**config.mk**
```make
export PLATFORM = sky130hd
export DESIGN_NAME = rotate_vram_bridge
export DESIGN_NICKNAME = d
export VERILOG_FILES = /design/src/rtl/rotate_vram_bridge.sv
export SDC_FILE = /design/constraint.sdc
export NUM_CORES = 1
export LEC_CHECK = 0
export CORE_MARGIN = 2
export CORE_UTILIZATION = 45
export CTS_CLUSTER_DIAMETER = 100
export DETAILED_ROUTE_END_ITERATION = 8
export PLACE_DENSITY = 0.94
export SLEW_MARGIN = 15
export SYNTH_ARGS = -nofsm -noshare
export SYNTH_HDL_FRONTEND = slang
export SYNTH_SLANG_ARGS = --single-unit
export TNS_END_PERCENT = 50
```
**constraint.sdc**
```tcl
create_clock -name clk_sys -period 6 [get_ports clk_sys]
set_input_delay 0.9 -clock clk_sys [delete_from_list [all_inputs] [get_ports clk_sys]]
set_output_delay 0.9 -clock clk_sys [all_outputs]
set_load 0.01 [all_outputs]
```
**src/rtl/rotate_vram_bridge.sv**
```systemverilog
// rtl/rotate_vram_bridge.sv - burst-to-single-word bridge between rotate engine and RAM port
//
// Purpose: services 16-word vidin write bursts and 8-word vidout read bursts
// from the scandoubler rotation path, issuing one req/ack RAM transaction per
// word at address {frame,row,col+beat}. Bursts never interleave; contention
// alternates between writer and reader.
//
// Ports:
//   clk_sys, reset_n          system clock, asynchronous active-low reset
//   vidin_req/frame/row/col   write burst request and framebuffer position
//   vidin_d, vidin_ack        write word and its one-cycle consume pulse
//   vidout_req/frame/row/col  read burst request and framebuffer position
//   vidout_d, vidout_ack      read word and its one-cycle valid pulse
//   mem_req, mem_we, mem_addr, mem_wd, mem_rd, mem_ack
//                             single-word req/ack RAM controller port
module rotate_vram_bridge #(
  parameter int WR_BURST_LOG2 = 4,
  parameter int RD_BURST_LOG2 = 3
) (
  input  logic        clk_sys,
  input  logic        reset_n,
  input  logic        vidin_req,
  input  logic        vidin_frame,
  input  logic [9:0]  vidin_row,
  input  logic [9:0]  vidin_col,
  input  logic [15:0] vidin_d,
  output logic        vidin_ack,
  input  logic        vidout_req,
  input  logic        vidout_frame,
  input  logic [9:0]  vidout_row,
  input  logic [9:0]  vidout_col,
  output logic [15:0] vidout_d,
  output logic        vidout_ack,
  output logic        mem_req,
  output logic        mem_we,
  output logic [20:0] mem_addr,
  output logic [15:0] mem_wd,
  input  logic [15:0] mem_rd,
  input  logic        mem_ack
);

  // Beat counter is shared by both burst kinds, so it is sized for the longer one.
  localparam int BEAT_W = (WR_BURST_LOG2 > RD_BURST_LOG2) ? WR_BURST_LOG2 : RD_BURST_LOG2;
  localparam logic [BEAT_W-1:0] WR_LAST = BEAT_W'((1 << WR_BURST_LOG2) - 1);
  localparam logic [BEAT_W-1:0] RD_LAST = BEAT_W'((1 << RD_BURST_LOG2) - 1);

  typedef enum logic [2:0] {
    IDLE     = 3'd0,
    WR_FETCH = 3'd1,
    WR_MEM   = 3'd2,
    RD_MEM   = 3'd3,
    RD_NEXT  = 3'd4,
    GAP      = 3'd5
  } state_t;

  state_t            state;
  state_t            state_nxt;
  logic              frame_q;
  logic [9:0]        row_q;
  logic [9:0]        col_q;
  logic [BEAT_W-1:0] beat_q;
  logic              last_grant_rd;   // 0 = last burst was a write
  logic              grant_wr;
  logic              grant_rd;
  logic [9:0]        col_beat;

  // Arbitration: a lone request wins; under contention the side that did
  // not win last time goes next, giving strict alternation.
  always_comb begin
    grant_wr = 1'b0;
    grant_rd = 1'b0;
    if (vidin_req && vidout_req) begin
      grant_rd = ~last_grant_rd;
      grant_wr = last_grant_rd;
    end else begin
      grant_wr = vidin_req;
      grant_rd = vidout_req;
    end
  end

  // Column wraps modulo 1024; row and frame are never carried into.
  assign col_beat = col_q + 10'(beat_q);

  always_ff @(posedge clk_sys or negedge reset_n) begin
    if (!reset_n) begin
      state <= IDLE;
    end else begin
      state <= state_nxt;
    end
  end

  // Next state plus outputs decoded purely from the state register and
  // latched burst registers, so no input reaches an output combinationally.
  always_comb begin
    state_nxt  = state;
    vidin_ack  = 1'b0;
    vidout_ack = 1'b0;
    mem_req    = 1'b0;
    mem_we     = 1'b0;
    mem_addr   = 21'd0;
    case (state)
      IDLE: begin
        if (grant_wr) begin
          state_nxt = WR_FETCH;
        end else if (grant_rd) begin
          state_nxt = RD_MEM;
        end
      end
      WR_FETCH: begin
        vidin_ack = 1'b1;
        state_nxt = WR_MEM;
      end
      WR_MEM: begin
        mem_req  = 1'b1;
        mem_we   = 1'b1;
        mem_addr = {frame_q, row_q, col_beat};
        if (mem_ack) begin
          state_nxt = (beat_q == WR_LAST) ? GAP : WR_FETCH;
        end
      end
      RD_MEM: begin
        mem_req  = 1'b1;
        mem_addr = {frame_q, row_q, col_beat};
        if (mem_ack) begin
          state_nxt = RD_NEXT;
        end
      end
      RD_NEXT: begin
        vidout_ack = 1'b1;
        state_nxt  = (beat_q == RD_LAST) ? GAP : RD_MEM;
      end
      GAP: begin
        // Dead cycle lets the requester drop req or advance col before the
        // next arbitration.
        state_nxt = IDLE;
      end
      default: begin
        state_nxt = IDLE;
      end
    endcase
  end

  always_ff @(posedge clk_sys or negedge reset_n) begin
    if (!reset_n) begin
      frame_q       <= 1'b0;
      row_q         <= 10'd0;
      col_q         <= 10'd0;
      beat_q        <= '0;
      last_grant_rd <= 1'b0;
      mem_wd        <= 16'd0;
      vidout_d      <= 16'd0;
    end else begin
      case (state)
        IDLE: begin
          if (grant_wr) begin
            frame_q       <= vidin_frame;
            row_q         <= vidin_row;
            col_q         <= vidin_col;
            beat_q        <= '0;
            last_grant_rd <= 1'b0;
          end else if (grant_rd) begin
            frame_q       <= vidout_frame;
            row_q         <= vidout_row;
            col_q         <= vidout_col;
            beat_q        <= '0;
            last_grant_rd <= 1'b1;
          end
        end
        WR_FETCH: begin
          mem_wd <= vidin_d;
        end
        WR_MEM: begin
          if (mem_ack && (beat_q != WR_LAST)) begin
            beat_q <= beat_q + 1'b1;
          end
        end
        RD_MEM: begin
          if (mem_ack) begin
            vidout_d <= mem_rd;
          end
        end
        RD_NEXT: begin
          if (beat_q != RD_LAST) begin
            beat_q <= beat_q + 1'b1;
          end
        end
        default: begin
        end
      endcase
    end
  end

endmodule

```
# Word-level counts from Yosys, hierarchy flattened
# Cells that the tools add are included.
[word_totals]
ff_bits = 61
output_inout_bits = 57
word_cells = 61
[op_classes]
add_sub_neg = 2
n_eq_ne = 13
mux = 27
bitwise = 1
reduce_logical = 10
[ops]
columns = ["op", "count"]
rows = [
  ["10-bit 2-to-1 mux", 4],
  ["21-bit 2-to-1 mux", 1],
  ["3-bit 2-to-1 mux", 6],
  ["4-bit 2-to-1 mux", 4],
  ["3-bit case mux with 5 select lines", 1],
  ["4-bit case mux with 3 select lines", 1],
  ["10-bit by 4-bit adder with 10-bit output", 1],
  ["1-bit 2-to-1 mux", 10],
  ["2-bit != test, second input constant", 4],
  ["3-bit by 2-bit equality test with 1-bit output, second input constant", 2],
  ["4-bit by 1-bit adder with 4-bit output, second input constant", 1],
  ["4-bit by 3-bit equality test with 1-bit output, second input constant", 1],
  ["4-bit equality test, second input constant", 1],
  ["4-bit by 3-bit != test with 1-bit output, second input constant", 1],
  ["4-bit != test, second input constant", 1],
  ["2-bit AND reduction", 2],
  ["4-bit AND reduction", 1],
  ["3-bit by 1-bit equality test with 1-bit output, second input constant", 1],
  ["3-bit equality test, second input constant", 1],
  ["3-bit logical NOT", 1],
  ["3-bit != test, second input constant", 1],
  ["3-bit AND reduction", 1],
  ["3-bit nonzero test", 1],
  ["1-bit logical AND", 2],
  ["other kinds (3)", 3],
]

# Logic depth before layout (Yosys ltp)
[logic_depth]
word_depth = 5
depth_mapped = 6
depth_no_buf = 6

# Least setup slack after synthesis
# OpenSTA, ideal clock, no wires.
[synth_timing]
path_type = "reg2out"
startpoint = "reg beat_q[0]"
endpoint = "out mem_addr[6]"
arrival_ns = 1.744
slack_ns = 3.355
path_stages_with_launch = 7
path_buffers = 0
cell_sequence = "dfrtp_1 > ha_1 > fa_1 > a211oi_1 > nor3b_1 > xnor2_1 > nor2_1"
[synth_between]
elab_chain_len = 2
[synth_lines]
columns = ["element", "line", "rtl"]
rows = [
  ["start, declared", "61", "logic [BEAT_W-1:0] beat_q;"],
  ["start signal, assigned", "174", "beat_q <= beat_q + 1'b1;"],
  ["start signal, assigned", "184", "beat_q <= beat_q + 1'b1;"],
  ["10-bit by 4-bit adder with 10-bit output", "82", "assign col_beat = col_q + 10'(beat_q);"],
  ["21-bit 2-to-1 mux", "101", "case (state)"],
  ["end, declared", "36", "output logic [20:0] mem_addr,"],
]
# No other way between the ends.

# Final worst setup path
[layout_timing]
startpoint = "reg state[2]"
endpoint = "out mem_addr[7]"
[layout_between]
elab_chain_len = 3
elab_cells_between_ends = 4
cone_classes = "eq/ne: 2; mux: 1; reduce/logical: 1"
[layout_lines]
columns = ["element", "line", "rtl"]
rows = [
  ["start, declared", "56", "state_t state;"],
  ["start signal, assigned", "88", "state <= state_nxt;"],
  ["3-bit by 2-bit equality test with 1-bit output", "101", ""],
  ["2-bit OR reduction (no line) *", "-", ""],
  ["21-bit 2-to-1 mux *", "101", ""],
]
# Mark *: on every way between the ends. The rest lies on a longest branch, timed or not.

==> out/results.txt <==
At the worst endpoint, the required time is 5100 ps. At the end of the flow, the number of nets in the layout was 491. The violation count after the first detailed-route iteration is 207, and the post-synthesis share of cell area spent on xor and xnor gates is 2.02%.

The longest individual stage delay on the worst path is 590 ps. The floorplan row count was 29. In the routed layout, each cell is associated on average with a via count of 5.38.

At the later pin of the worst-skew pair, clock insertion delay measures 330 ps. The type of the setup path with the least slack was flip-flop to primary output. The worst setup path is captured at a primary output. After clock tree synthesis, the clock-pin slew on the worst setup and hold paths is 70 ps. After clock tree synthesis, the setup repair step added 0 buffers. The number of nets handed over by synthesis was 354.

Buffers inserted to repair hold after CTS numbered 0. Sorting the synthesized cells by how often they occur yields 61 x dfrtp_1, 33 x mux2_2, 27 x nand2_1, 23 x o21ai_0, 21 x mux2i_1. Compared with the post-synthesis result, the final layout area differs by 53.0%. For this configuration, the core starts out at a cell density of 47.3%. The routed layout has 2625 vias. The leakage power total was 2.04 nW; the number of buffers inserted during clock tree synthesis was 9.

After detailed routing, the number of remaining DRC violations is 0. The worst setup path is launched from a flip-flop. The tools report the clock sink total as 61.

The largest fanout on the critical path is 19, and the final wirelength is 8090 um. At the end of routability-driven placement, the weighted congestion stood at 0.838. Of all cell types, the one taking the most synthesized area is dfrtp_1.

Timing would allow up to 262 MHz. In this run the deepest clock path goes through 2 buffers. The tools report the number of global-route vias before repair as 2820. The run gives 0 as the number of antenna-violating nets in the routed design.

CTS placed an instance of clkbuf_8 at the clock tree root. The tools report the number of antenna violations at the first check in global routing as 0. The share of layout cells above drive strength 1 came out at 14.8%. By area, the combinational part of the netlist is dominated by multiplexers. For the number of levels in the clock H-tree, the log shows 3.

The first global-routing pass estimated 13400 um of wire. Before antenna repair, the detailed router went through 4 iterations. Port buffering added 135 buffers. The setup clock skew after layout is 9.72 ps, and the total count of hold-check failures in the final report is 0.

For this block, wires on met1 add up to 2990 um. The residual overflow from global routing was 0. The flow ran to the end, and the final reports show no timing, DRC or antenna violations. Synthesis produced a netlist whose cell count is 269. The mean area per synthesized cell is 11.3 um2, and the simple logic cell fraction of the synthesized area is 12.6%. In this run, distinct cell masters in the synthesized netlist total 44.

The floorplan step set the die width to 86.2 um. The async set-or-reset flop fraction in the synthesized netlist works out to 100%. The floorplan die height works out to 86.2 um.

The floorplan core area is 6420 um2, and the number of synthesized flops with an enable pin is 0. Wire segments on met2 add up to 4200 um in the final route. The most used flip-flop cell after synthesis was dfrtp_1. TritonCTS built the clock tree. The slew of the pin with the lowest slew margin was 763 ps. Summing the sequential cell areas from Yosys gives 50.2% of the chip area.

The power density over cell area works out to 499 nW/um2. Measured against its own limit, the worst slew margin works out to 49.2%. Highest-delay cell along the critical path: clkinv_1. The die covers 7420 um2.

The most common cell in the netlist is dfrtp_1. The top layer reached by signal wires was met4. Antenna diode instance count: 0.

Setup repair after global routing left no endpoint under its margin. After synthesis, the largest area contributor takes up 50.2% of total cell area. The logs give 23.4% for the global-route usage over all layers and 62 for the maximum number of pins on one net before global-route repair. The run gives 0 ps as the final total negative setup slack.

The number of gates resized after CTS was 0. Counting flops and latches in the post-synthesis netlist gives 61. After synthesis, the share of cell area in mux cells is 19.2%. The tool flagged a number of max-cap violations equal to 0.

The adder-cell area share of the yosys netlist is 2.72%, and the max-slew violation count is 0. The smallest clock period supported by the final layout is computed as 3820 ps. Data on the critical path arrives at its endpoint at 2920 ps. The critical path goes through nand2b_1, clkinv_1, nand2_1, a31oi_1, a41o_1, clkdlybuf4s50_1. 136 I/O pins were placed.

In the final routed layout, each cell accounts on average for 16.6 um. Number of warnings reported in the yosys synthesis log: 0. The cell area after synthesis was 3040 um2. Once detailed placement completed, the half-perimeter wirelength came to 5910 um. Class of the worst hold path: flip-flop to flip-flop. The run gives 0 as the number of endpoints failing setup at the final stage. Compound-cell area share of the yosys netlist: 10.1%. At the end of the flow the core is filled with cells to 72.4%. After layout, the worst path uses 63.6% of the clock period.

Detailed routing placed a total of 675 um of wire on met3. The maximum vdd ir drop is 0.293 mV. Sorting the synthesized cells by area gives the leading types as dfrtp_1 50%, mux2_2 12%, mux2i_1 6.9%.
[per-layer routing]
layer  vias to the layer above  track usage (%)
met5                         -                0
met4                         0             11.3
met3                        22             6.74
met2                       124             40.1
met1                      1252             26.7
li1                       1227                -
[power by group]
group | switching (mW) | internal, mW | total (mW)
Clock | 0.155 | 0.232 | 0.387
Combinational | 0.513 | 0.651 | 1.16
Sequential | 0.150 | 0.615 | 0.765
Total | 0.819 | 1.50 | 2.32
[flip-flops by register name (all words and copies together) (netlist names)]
signal,count
state,3
mem_wd,16
col_q,10
vidout_d,16
beat_q,4
last_grant_rd,1
frame_q,1
row_q,10
[cells by family after synthesis]
logic type	count (synthesis)
buffers and inverters	19
muxes	54
DFF	61
xor gates and xnor gates	7
adders and majority gates	6
AOI/OAI and AO/OA	49
and+or+nand+nor	73
[layout make-up]
class                   instances  area (um2)
fillers                       440        1780
flip-flops and latches         61        1530
multi-input cells             189        1420
repair buffers                139        1380
clock buffers                  11         131
well taps                      77        96.3
clock inverters                 5        75.1
inverters                       6        22.5
[critical path, delay by kind of cell, from the launching register on]
kind	cells	cell delay, ps
AO/OA/AOI/OAI	2	290
flip-flops	1	530
AND/OR/NAND/NOR	2	700
buffers and inverters	2	1070
[path summary, 6_finish.rpt]
kind / start / to / slack (ps) / cells after the start
worst min register to register: row_q[9] / row_q[9] / 470 / 2
min in group asynchronous: reset_n / mem_wd[0] / 720 / 2
worst max register to register: state[2] / vidout_d[3] / 3360 / 4
worst max-delay path: state[2] / mem_addr[7] / 2180 / 6
max in group asynchronous: reset_n / col_q[2] / 4770 / 2
worst min-delay path: row_q[9] / row_q[9] / 470 / 2
[through the flow]
step | cells | hold WS, ps | worst slack [ps] | area (um2) | total power [mW]
2_1_floorplan | 269 | 442 | 3360 | 3040 | 1.37
5_1_grt | 488 | 511 | 1990 | 4650 | 2.48
4_1_cts | 488 | 480 | 2210 | 4650 | 2.33
3_3_place_gp | 472 | 452 | 2740 | 4440 | 1.87
6_report | 488 | 473 | 2180 | 4650 | 2.32
3_5_place_dp | 472 | 463 | 2610 | 4440 | 1.93
[cell usage in the layout (no fill, tap or decap), types with 3 or more instances in the layout]
cell	Yosys	final
mux2i_1	21	21
o22ai_1	3	3
clkinv_2	0	3
clkdlybuf4s50_1	0	134
nand2_1	27	27
a21oi_1	7	7
o21ai_0	23	23
dfrtp_1	61	61
a31oi_1	3	3
xnor2_1	7	7
and2_1	13	13
nor2_1	11	11
nor3b_1	3	3
nor3_1	3	3
clkbuf_8	0	9
inv_1	5	5
mux2_2	33	33
ha_1	5	5
buf_4	4	4
Note: power is estimated with default switching activity, not from simulation.
